<file path="src/rtl/alu_arbiter_ctrl.sv">
// ----------------------------------------------------------------------------
// alu_arbiter_ctrl
//   Round-robin arbiter and sequencer in front of one shared 8-bit
//   combinational ALU. It grants one of two requesters, latches that
//   requester's command and operands onto the ALU inputs, and holds them
//   for one EXEC cycle (plus MUL_LAT extra cycles for MUL). It then captures
//   the 16-bit ALU result and signals completion with a one-cycle done pulse.
//
// Parameters
//   MUL_LAT  extra EXEC cycles for MUL (cmd 4'b0100), 0..7
//   CNT_W    width of the EXEC hold counter, 2**CNT_W > MUL_LAT
//
// Ports
//   clk, rst_n               clock, asynchronous active-low reset
//   reqN_in/cmdN_in/aN_in/bN_in  requester N level request, command, operands
//   gntN_out                 pulse: requester N operands latched
//   doneN_out                pulse: result_out valid for requester N
//   result_out               last captured ALU result
//   busy_out                 high whenever the FSM is not idle
//   alu_cmd/a/b_out, alu_oe_out  ALU drive (oe only in EXEC)
//   alu_d_in                 ALU result
//
// Optional feature (macro ALU_ARB_LOCK_EN)
//   Adds lock0_in/lock1_in, which are sampled at grant. A locked winner that
//   requests again in the first IDLE cycle after its RESP is re-granted.
//   This happens for at most 4 consecutive grants. After that the normal
//   round-robin order applies again.
// ----------------------------------------------------------------------------
module alu_arbiter_ctrl #(
    parameter int MUL_LAT = 2,
    parameter int CNT_W   = 3
) (
    input  logic        clk,
    input  logic        rst_n,
    input  logic        req0_in,
    input  logic [3:0]  cmd0_in,
    input  logic [7:0]  a0_in,
    input  logic [7:0]  b0_in,
    input  logic        req1_in,
    input  logic [3:0]  cmd1_in,
    input  logic [7:0]  a1_in,
    input  logic [7:0]  b1_in,
`ifdef ALU_ARB_LOCK_EN
    input  logic        lock0_in,
    input  logic        lock1_in,
`endif
    output logic        gnt0_out,
    output logic        gnt1_out,
    output logic        done0_out,
    output logic        done1_out,
    output logic [15:0] result_out,
    output logic        busy_out,
    output logic [3:0]  alu_cmd_out,
    output logic [7:0]  alu_a_out,
    output logic [7:0]  alu_b_out,
    output logic        alu_oe_out,
    input  logic [15:0] alu_d_in
);

    localparam logic [3:0]       CMD_MUL = 4'b0100;
    localparam logic [CNT_W-1:0] MUL_CNT = CNT_W'(MUL_LAT);
    localparam logic [CNT_W-1:0] CNT_ONE = CNT_W'(1);
    localparam logic [CNT_W-1:0] CNT_ZERO = CNT_W'(0);

    typedef enum logic [1:0] {
        ST_IDLE = 2'd0,
        ST_EXEC = 2'd1,
        ST_RESP = 2'd2
    } state_t;

    state_t           state_r;
    logic [CNT_W-1:0] cnt_r;
    // Id of the most recent winner; it doubles as the id of the op in flight.
    logic             last_gnt_r;

    logic             rr_grant_s;
    logic             rr_win_s;
    logic             grant_s;
    logic             win_s;
    logic [3:0]       sel_cmd_s;
    logic [7:0]       sel_a_s;
    logic [7:0]       sel_b_s;

`ifdef ALU_ARB_LOCK_EN
    localparam logic [2:0] LOCK_MAX = 3'd4;
    logic       lock_r;       // lock of the op in flight, sampled at grant
    logic       lock_pend_r;  // first IDLE cycle after a locked op's RESP
    logic [2:0] streak_r;     // consecutive grants to last_gnt_r, saturating
`endif

    // Round-robin choice: a lone request wins, a tie goes to the other side.
    always_comb begin
        rr_grant_s = 1'b0;
        rr_win_s   = 1'b0;
        if (req0_in && req1_in) begin
            rr_grant_s = 1'b1;
            rr_win_s   = ~last_gnt_r;
        end else if (req0_in) begin
            rr_grant_s = 1'b1;
            rr_win_s   = 1'b0;
        end else if (req1_in) begin
            rr_grant_s = 1'b1;
            rr_win_s   = 1'b1;
        end else begin
            rr_grant_s = 1'b0;
            rr_win_s   = 1'b0;
        end
    end

`ifdef ALU_ARB_LOCK_EN
    // A pending lock overrides round-robin if its owner is still requesting.
    always_comb begin
        grant_s = 1'b0;
        win_s   = 1'b0;
        if (lock_pend_r && (streak_r < LOCK_MAX) &&
            (last_gnt_r ? req1_in : req0_in)) begin
            grant_s = 1'b1;
            win_s   = last_gnt_r;
        end else begin
            grant_s = rr_grant_s;
            win_s   = rr_win_s;
        end
    end
`else
    assign grant_s = rr_grant_s;
    assign win_s   = rr_win_s;
`endif

    // Operand mux for the selected winner.
    always_comb begin
        sel_cmd_s = win_s ? cmd1_in : cmd0_in;
        sel_a_s   = win_s ? a1_in   : a0_in;
        sel_b_s   = win_s ? b1_in   : b0_in;
    end

    // Sequencer FSM. Every output is a register updated here.
    always_ff @(posedge clk or negedge rst_n) begin
        if (!rst_n) begin
            state_r     <= ST_IDLE;
            cnt_r       <= CNT_ZERO;
            last_gnt_r  <= 1'b1;
            gnt0_out    <= 1'b0;
            gnt1_out    <= 1'b0;
            done0_out   <= 1'b0;
            done1_out   <= 1'b0;
            result_out  <= 16'h0000;
            busy_out    <= 1'b0;
            alu_cmd_out <= 4'h0;
            alu_a_out   <= 8'h00;
            alu_b_out   <= 8'h00;
            alu_oe_out  <= 1'b0;
`ifdef ALU_ARB_LOCK_EN
            lock_r      <= 1'b0;
            lock_pend_r <= 1'b0;
            streak_r    <= 3'd0;
`endif
        end else begin
            case (state_r)
                ST_IDLE: begin
                    done0_out <= 1'b0;
                    done1_out <= 1'b0;
`ifdef ALU_ARB_LOCK_EN
                    // The lock window lasts exactly this one IDLE cycle.
                    lock_pend_r <= 1'b0;
`endif
                    if (grant_s) begin
                        state_r     <= ST_EXEC;
                        busy_out    <= 1'b1;
                        alu_oe_out  <= 1'b1;
                        alu_cmd_out <= sel_cmd_s;
                        alu_a_out   <= sel_a_s;
                        alu_b_out   <= sel_b_s;
                        cnt_r       <= (sel_cmd_s == CMD_MUL) ? MUL_CNT : CNT_ZERO;
                        gnt0_out    <= ~win_s;
                        gnt1_out    <= win_s;
                        last_gnt_r  <= win_s;
`ifdef ALU_ARB_LOCK_EN
                        lock_r      <= win_s ? lock1_in : lock0_in;
                        if (win_s == last_gnt_r) begin
                            streak_r <= (streak_r == LOCK_MAX) ? LOCK_MAX : (streak_r + 3'd1);
                        end else begin
                            streak_r <= 3'd1;
                        end
`endif
                    end else begin
                        state_r  <= ST_IDLE;
                        busy_out <= 1'b0;
                        gnt0_out <= 1'b0;
                        gnt1_out <= 1'b0;
                    end
                end
                ST_EXEC: begin
                    gnt0_out <= 1'b0;
                    gnt1_out <= 1'b0;
                    if (cnt_r != CNT_ZERO) begin
                        cnt_r <= cnt_r - CNT_ONE;
                    end else begin
                        result_out <= alu_d_in;
                        state_r    <= ST_RESP;
                        alu_oe_out <= 1'b0;
                        done0_out  <= ~last_gnt_r;
                        done1_out  <= last_gnt_r;
                    end
                end
                ST_RESP: begin
                    done0_out <= 1'b0;
                    done1_out <= 1'b0;
                    busy_out  <= 1'b0;
                    state_r   <= ST_IDLE;
`ifdef ALU_ARB_LOCK_EN
                    lock_pend_r <= lock_r;
`endif
                end
                default: begin
                    state_r    <= ST_IDLE;
                    busy_out   <= 1'b0;
                    alu_oe_out <= 1'b0;
                    gnt0_out   <= 1'b0;
                    gnt1_out   <= 1'b0;
                    done0_out  <= 1'b0;
                    done1_out  <= 1'b0;
                end
            endcase
        end
    end

endmodule

</file>
<file path="config.mk">
export PLATFORM = sky130hd
export DESIGN_NAME = alu_arbiter_ctrl
export DESIGN_NICKNAME = d
export VERILOG_FILES = /design/src/rtl/alu_arbiter_ctrl.sv
export SDC_FILE = /design/constraint.sdc
export NUM_CORES = 1
export LEC_CHECK = 0
export CORE_MARGIN = 4
export CORE_UTILIZATION = 42
export CTS_CLUSTER_DIAMETER = 50
export CTS_CLUSTER_SIZE = 20
export DETAILED_ROUTE_END_ITERATION = 6
export GPL_TIMING_DRIVEN = 0
export PLACE_DENSITY = 0.83
export SLEW_MARGIN = 0
export SYNTH_ARGS = -nofsm -noshare
export SYNTH_HDL_FRONTEND = slang
export SYNTH_SLANG_ARGS = --single-unit
</file>
<file path="constraint.sdc">
create_clock -name clk -period 2.1 [get_ports clk]
set_clock_uncertainty 0.2 [all_clocks]
set_input_delay 0.63 -clock clk [delete_from_list [all_inputs] [get_ports clk]]
set_output_delay 0.63 -clock clk [all_outputs]
set_load 0.01 [all_outputs]
</file>
; After elaboration in Yosys (flattened, before gate mapping)
; Cells that the tools add are included.
[word_totals]
register_bits = 48
input_bits = 60
output_inout_bits = 42
wordCells = 60
[op_classes]
n_addsub = 1
n_eq_ne = 6
n_mux = 28
bitwise_logic = 4
n_reduce_logical = 8
[op_table]
columns = op, count
row1 = 8-bit 2-to-1 mux, 2
row2 = 1-bit 2-to-1 mux, 15
row3 = 3-bit 2-to-1 mux, 2
row4 = "2-bit != test, second input constant", 3
row5 = 1-bit case mux with 2 select lines, 3
row6 = 3-bit case mux with 2 select lines, 1
row7 = 3-bit AND reduction, 2
row8 = "4-bit by 3-bit == test with 1-bit output, second input constant", 1
row9 = 2-bit 2-to-1 mux, 2
row10 = 4-bit 2-to-1 mux, 1
row11 = 1-bit NOT, 4
row12 = 2-bit case mux with 2 select lines, 1
row13 = 2-bit AND reduction, 2
row14 = 1-bit case mux with 3 select lines, 1
row15 = 3-bit nonzero test, 1
row16 = "3-bit by 1-bit subtractor with 3-bit output, second input constant", 1
row17 = "2-bit by 1-bit == test with 1-bit output, second input constant", 1
row18 = "2-bit == test, second input constant", 1
row19 = 2-bit logical NOT, 1
row20 = 2-bit nonzero test, 1
row21 = 1-bit logical AND, 1

; Logic depth before layout (Yosys ltp)
[logic_depth]
ltp_word = 8
mapped_depth = 6
depth_no_buf = 5

; Worst setup path after synthesis
; No wires, ideal clock.
[synth_timing]
kind = input -> register
from = in req1_in
to = reg alu_a_out[0]
setup_ps = 125
arrival_time_ps = 1637
required_time_ps = 1775
path_slack_ps = 138
path_stages = 4
path_buffers = 1
cell_sequence = a21boi_2 -> buf_6 -> mux2_4 -> mux2_4
[synth_between]
elab_chain_len = 4
elab_cells_between_ends = 8
classes_between = mux (6) / reduce/logical (2)
[synth_lines]
columns = element, line_no
row1 = from (decl), 39  ; input logic req1_in,
row2 = 1-bit 2-to-1 mux, 101  ; end else if (req1_in) begin
row3 = 1-bit 2-to-1 mux, 98  ; end else if (req0_in) begin
row4 = 1-bit 2-to-1 mux, 95  ; if (req0_in && req1_in) begin
row5 = 8-bit 2-to-1 mux / 2-bit AND reduction (equally long branches), -
row6 = to (signal assigned), 171  ; alu_a_out <= sel_a_s;
row7 = to (decl), 54  ; output logic [7:0] alu_a_out,
; Parallel ways exist; a longest one is shown, timed or not.
; A chain may end at the register's enable or synchronous reset.

; Worst setup path after layout
[layout_timing]
from = reg gnt1_out
to = out gnt1_out
[layout_lines]
columns = element, line_no
row1 = from (decl), 48  ; output logic gnt1_out,
row2 = from (signal assigned), 175  ; gnt1_out <= win_s;
; No word-level cell between the ends.

==> impl_metrics.json <==
{
  "synthTopCellsByCount": "dfrtp_1, mux2_2, mux2_4",
  "fin_area_um2": 3581,
  "initial_core_util_pct": 43.93,
  "fin_ws_ns": 0.05281,
  "dieArea_um2": 6650,
  "crit_path_start_kind": "register",
  "power.density_nw_per_um2": 1331,
  "rr_worst_depth": 6,
  "clk_pin_slew_worst_paths_ns": 0.09,
  "status": "complete, no violations",
  "yosysTopAreaCellShare_pct": 51.76,
  "fin_tns_setup_ns": 0,
  "synth_nets": 214,
  "clock_latency_ns": 0.29,
  "area_delta_synth_final_pct": 57.60,
  "htreeDepth": 2,
  "synth_cells": 152,
  "synthTopCellsByArea": "dfrtp_1, mux2_4, mux2_2, buf_6, dfstp_2",
  "wl_um": 5013,
  "drt.antenna.violating_nets": 0,
  "synth_area_leader_cell": "dfrtp_1",
  "r2r_start": "cnt_r[0]$_DFFE_PN0P_",
  "gp_congestion": 0.8202,
  "cp_max_fo": 2,
  "fp.dieH_um": 81.55,
  "slew_headroom_pct": 64.90,
  "vdd_drop_max_mv": 0.6444,
  "grt_use_total_pct": 15.74,
  "syn-cell-area_um2": 2272,
  "ys_ff_latch": 48,
  "root_buffer": "clkbuf_8",
  "p_total_w": 0.004764,
  "grt_pass1_vias": 1654,
  "r2r-end": "result_out[14]$_DFFE_PN0P_",
  "yosysSeqAreaShare_pct": 52.92,
  "power_switching_w": 0.001495,
  "power_frac_clock_pct": 11.1,
  "viasPerCell": 4.777,
  "core_area_um2": 5172,
  "dpl_cell_area_um2": 3386,
  "dp_hpwl_um": 3845,
  "grt.overflow.total": 0,
  "max_freq_mhz": 488.5,
  "die-width_um": 81.55,
  "io_pins": 102,
  "worstMarginPinSlew_ns": 0.5265,
  "arrival_ns": 1.22,
  "rows": 26,
  "critPathRequiredTime_ns": 1.27,
  "path_buf_inv": 1,
  "path_depth": 1,
  "leakage_nw": 1.561,
  "crit_end": "gnt1_out",
  "internal-power_w": 0.003269,
  "yosysMostFrequentCell": "dfrtp_1",
  "slew_violations": 0,
  "slowest_stage": "clkdlybuf4s50_1",
  "crit_chain": "clkdlybuf4s50_1",
  "grt_max_degree": 27,
  "hold_ws_ns": 0.1037,
  "reg2reg_slack_ns": 0.19,
  "synth_edf_count": 0,
  "setup_viol": 0,
  "grt_pass1_wl_um": 7914,
  "yosysWarningCount": 0,
  "period_minus_slack_ns": 2.047,
  "drc": 0,
  "critPathLaunch": "gnt1_out$_DFFE_PN0P_",
  "critPathTopFamily": "buffers and inverters",
  "ys_async_sr_fraction_pct": 100.0,
  "antenna-diode-count": 0,
  "rsz0062_at_grt": "false",
  "cts_buffer_depth": 2,
  "cts_num_sinks": 48,
  "cap_violations": 0,
  "drive_gt1_share_pct": 30.26,
  "p_sw_share_pct": 31.38,
  "dp_slack_ns": -0.5662,
  "combinationalPowerShare_pct": 54.2,
  "critPathMaxStageDelay_ns": 0.56,
  "syn_area_per_cell_um2": 14.95,
  "antenna_found_initial": 0,
  "cts_made_buffers": 5,
  "min_period_over_period_pct": 97.49,
  "dr.pass1.iters": 4,
  "p_seq_share_pct": 34.7,
  "dr.first_iter.drc_count": 63,
  "holdBufCountCts": 0,
  "cts_tree": "done",
  "io_buffers": 101,
  "synth_flop_cell": "dfrtp_1",
  "vias": 1629,
  "hold_viol_final": 0,
  "critPathCaptureType": "primary output",
  "crit_type": "register to primary output",
  "min_path_type": "primary input to async pin",
  "yosysUniqueCellTypes": 28,
  "layout.nets": 332,
  "wl_per_cell_um": 14.70
}
## stage by stage
step,util [%],cells
floorplan,-,152
global placement,65.17,323
detailed placement,65.46,324
CTS,68.41,336
global route,69.23,341
finish,69.23,341
## worst min-delay path by stage
stage	slack, ns	end	startpoint
after floorplan	0.13	alu_a_out[0]$_DFFE_PN0P_	rst_n
after global placement	0.26	alu_oe_out$_DFFE_PN0P_	alu_oe_out$_DFFE_PN0P_
after detailed placement	0.27	busy_out$_DFFE_PN0N_	busy_out$_DFFE_PN0N_
after CTS	0.11	gnt1_out$_DFFE_PN0P_	rst_n
after global routing	0.13	result_out[6]$_DFFE_PN0P_	rst_n
final	0.10	result_out[6]$_DFFE_PN0P_	rst_n
## sequential cells by signal, indices dropped and copies added, names as in the netlist, 2 cells and up
register,cells
alu_a_out,8
alu_b_out,8
alu_cmd_out,4
cnt_r,3
result_out,16
state_r,2
## layout by cell type, fill, tap and decap left out, types with 3 or more instances in the layout
master	Yosys	final
dfrtp_1	47	47
nor2_1	4	4
inv_1	3	3
buf_6	5	4
mux2_2	28	28
o21ai_0	4	4
buf_4	0	7
clkdlybuf4s50_1	0	96
a21oi_1	4	4
nand2_1	5	5
mux2_4	27	27
clkbuf_8	0	5
## final cells by class
| type | instances | area [um2] |
|---|---|---|
| fill | 393 | 1592 |
| tap | 70 | 87.58 |
| buffer | 5 | 63.81 |
| multi-input combinational | 96 | 1010 |
| sequential | 48 | 1202 |
| clock inverter | 1 | 5.005 |
| inverter | 3 | 11.26 |
| clock buffer | 7 | 76.32 |
| timing repair buffer | 111 | 1125 |
## logic make-up (layout without fill, tap and decap cells)
logic type | Yosys count | count (layout) | synth area share (%)
muxes | 58 | 58 | 33.09
DFF | 48 | 48 | 52.92
and+or+nand+nor | 22 | 22 | 6.113
buffers and inverters | 8 | 127 | 2.973
adders and majority gates | 2 | 2 | 1.101
AOI/OAI and AO/OA | 14 | 14 | 3.800
## what timing repair did
action	4_1_cts	5_1_grt
endpoints found under the hold margin	0	0
buffers inserted	3	5
pin swaps	1	1
endpoints found under the setup margin	21	3
resized for setup	6	2
cloned	1	0
## per-layer routing
layer	vias to the layer above	routed length, um	track usage [%]
met4	0	54	3.547
met5	-	0	0
met1	788	2057	18.88
li1	780	-	-
met3	7	377	5.154
met2	54	2524	27.36
## power groups by stage
| stage | Clock [W] | Combinational (W) | Sequential, W |
|---|---|---|---|
| floorplan | 0 | 0.00114 | 0.00184 |
| global placement | 0 | 0.00246 | 0.00165 |
| detailed placement | 0 | 0.00250 | 0.00167 |
| CTS | 0.000543 | 0.00256 | 0.00166 |
| global route | 0.000587 | 0.00277 | 0.00172 |
| finish | 0.000527 | 0.00258 | 0.00165 |
No activity file was read; power rests on OpenSTA's default activity.
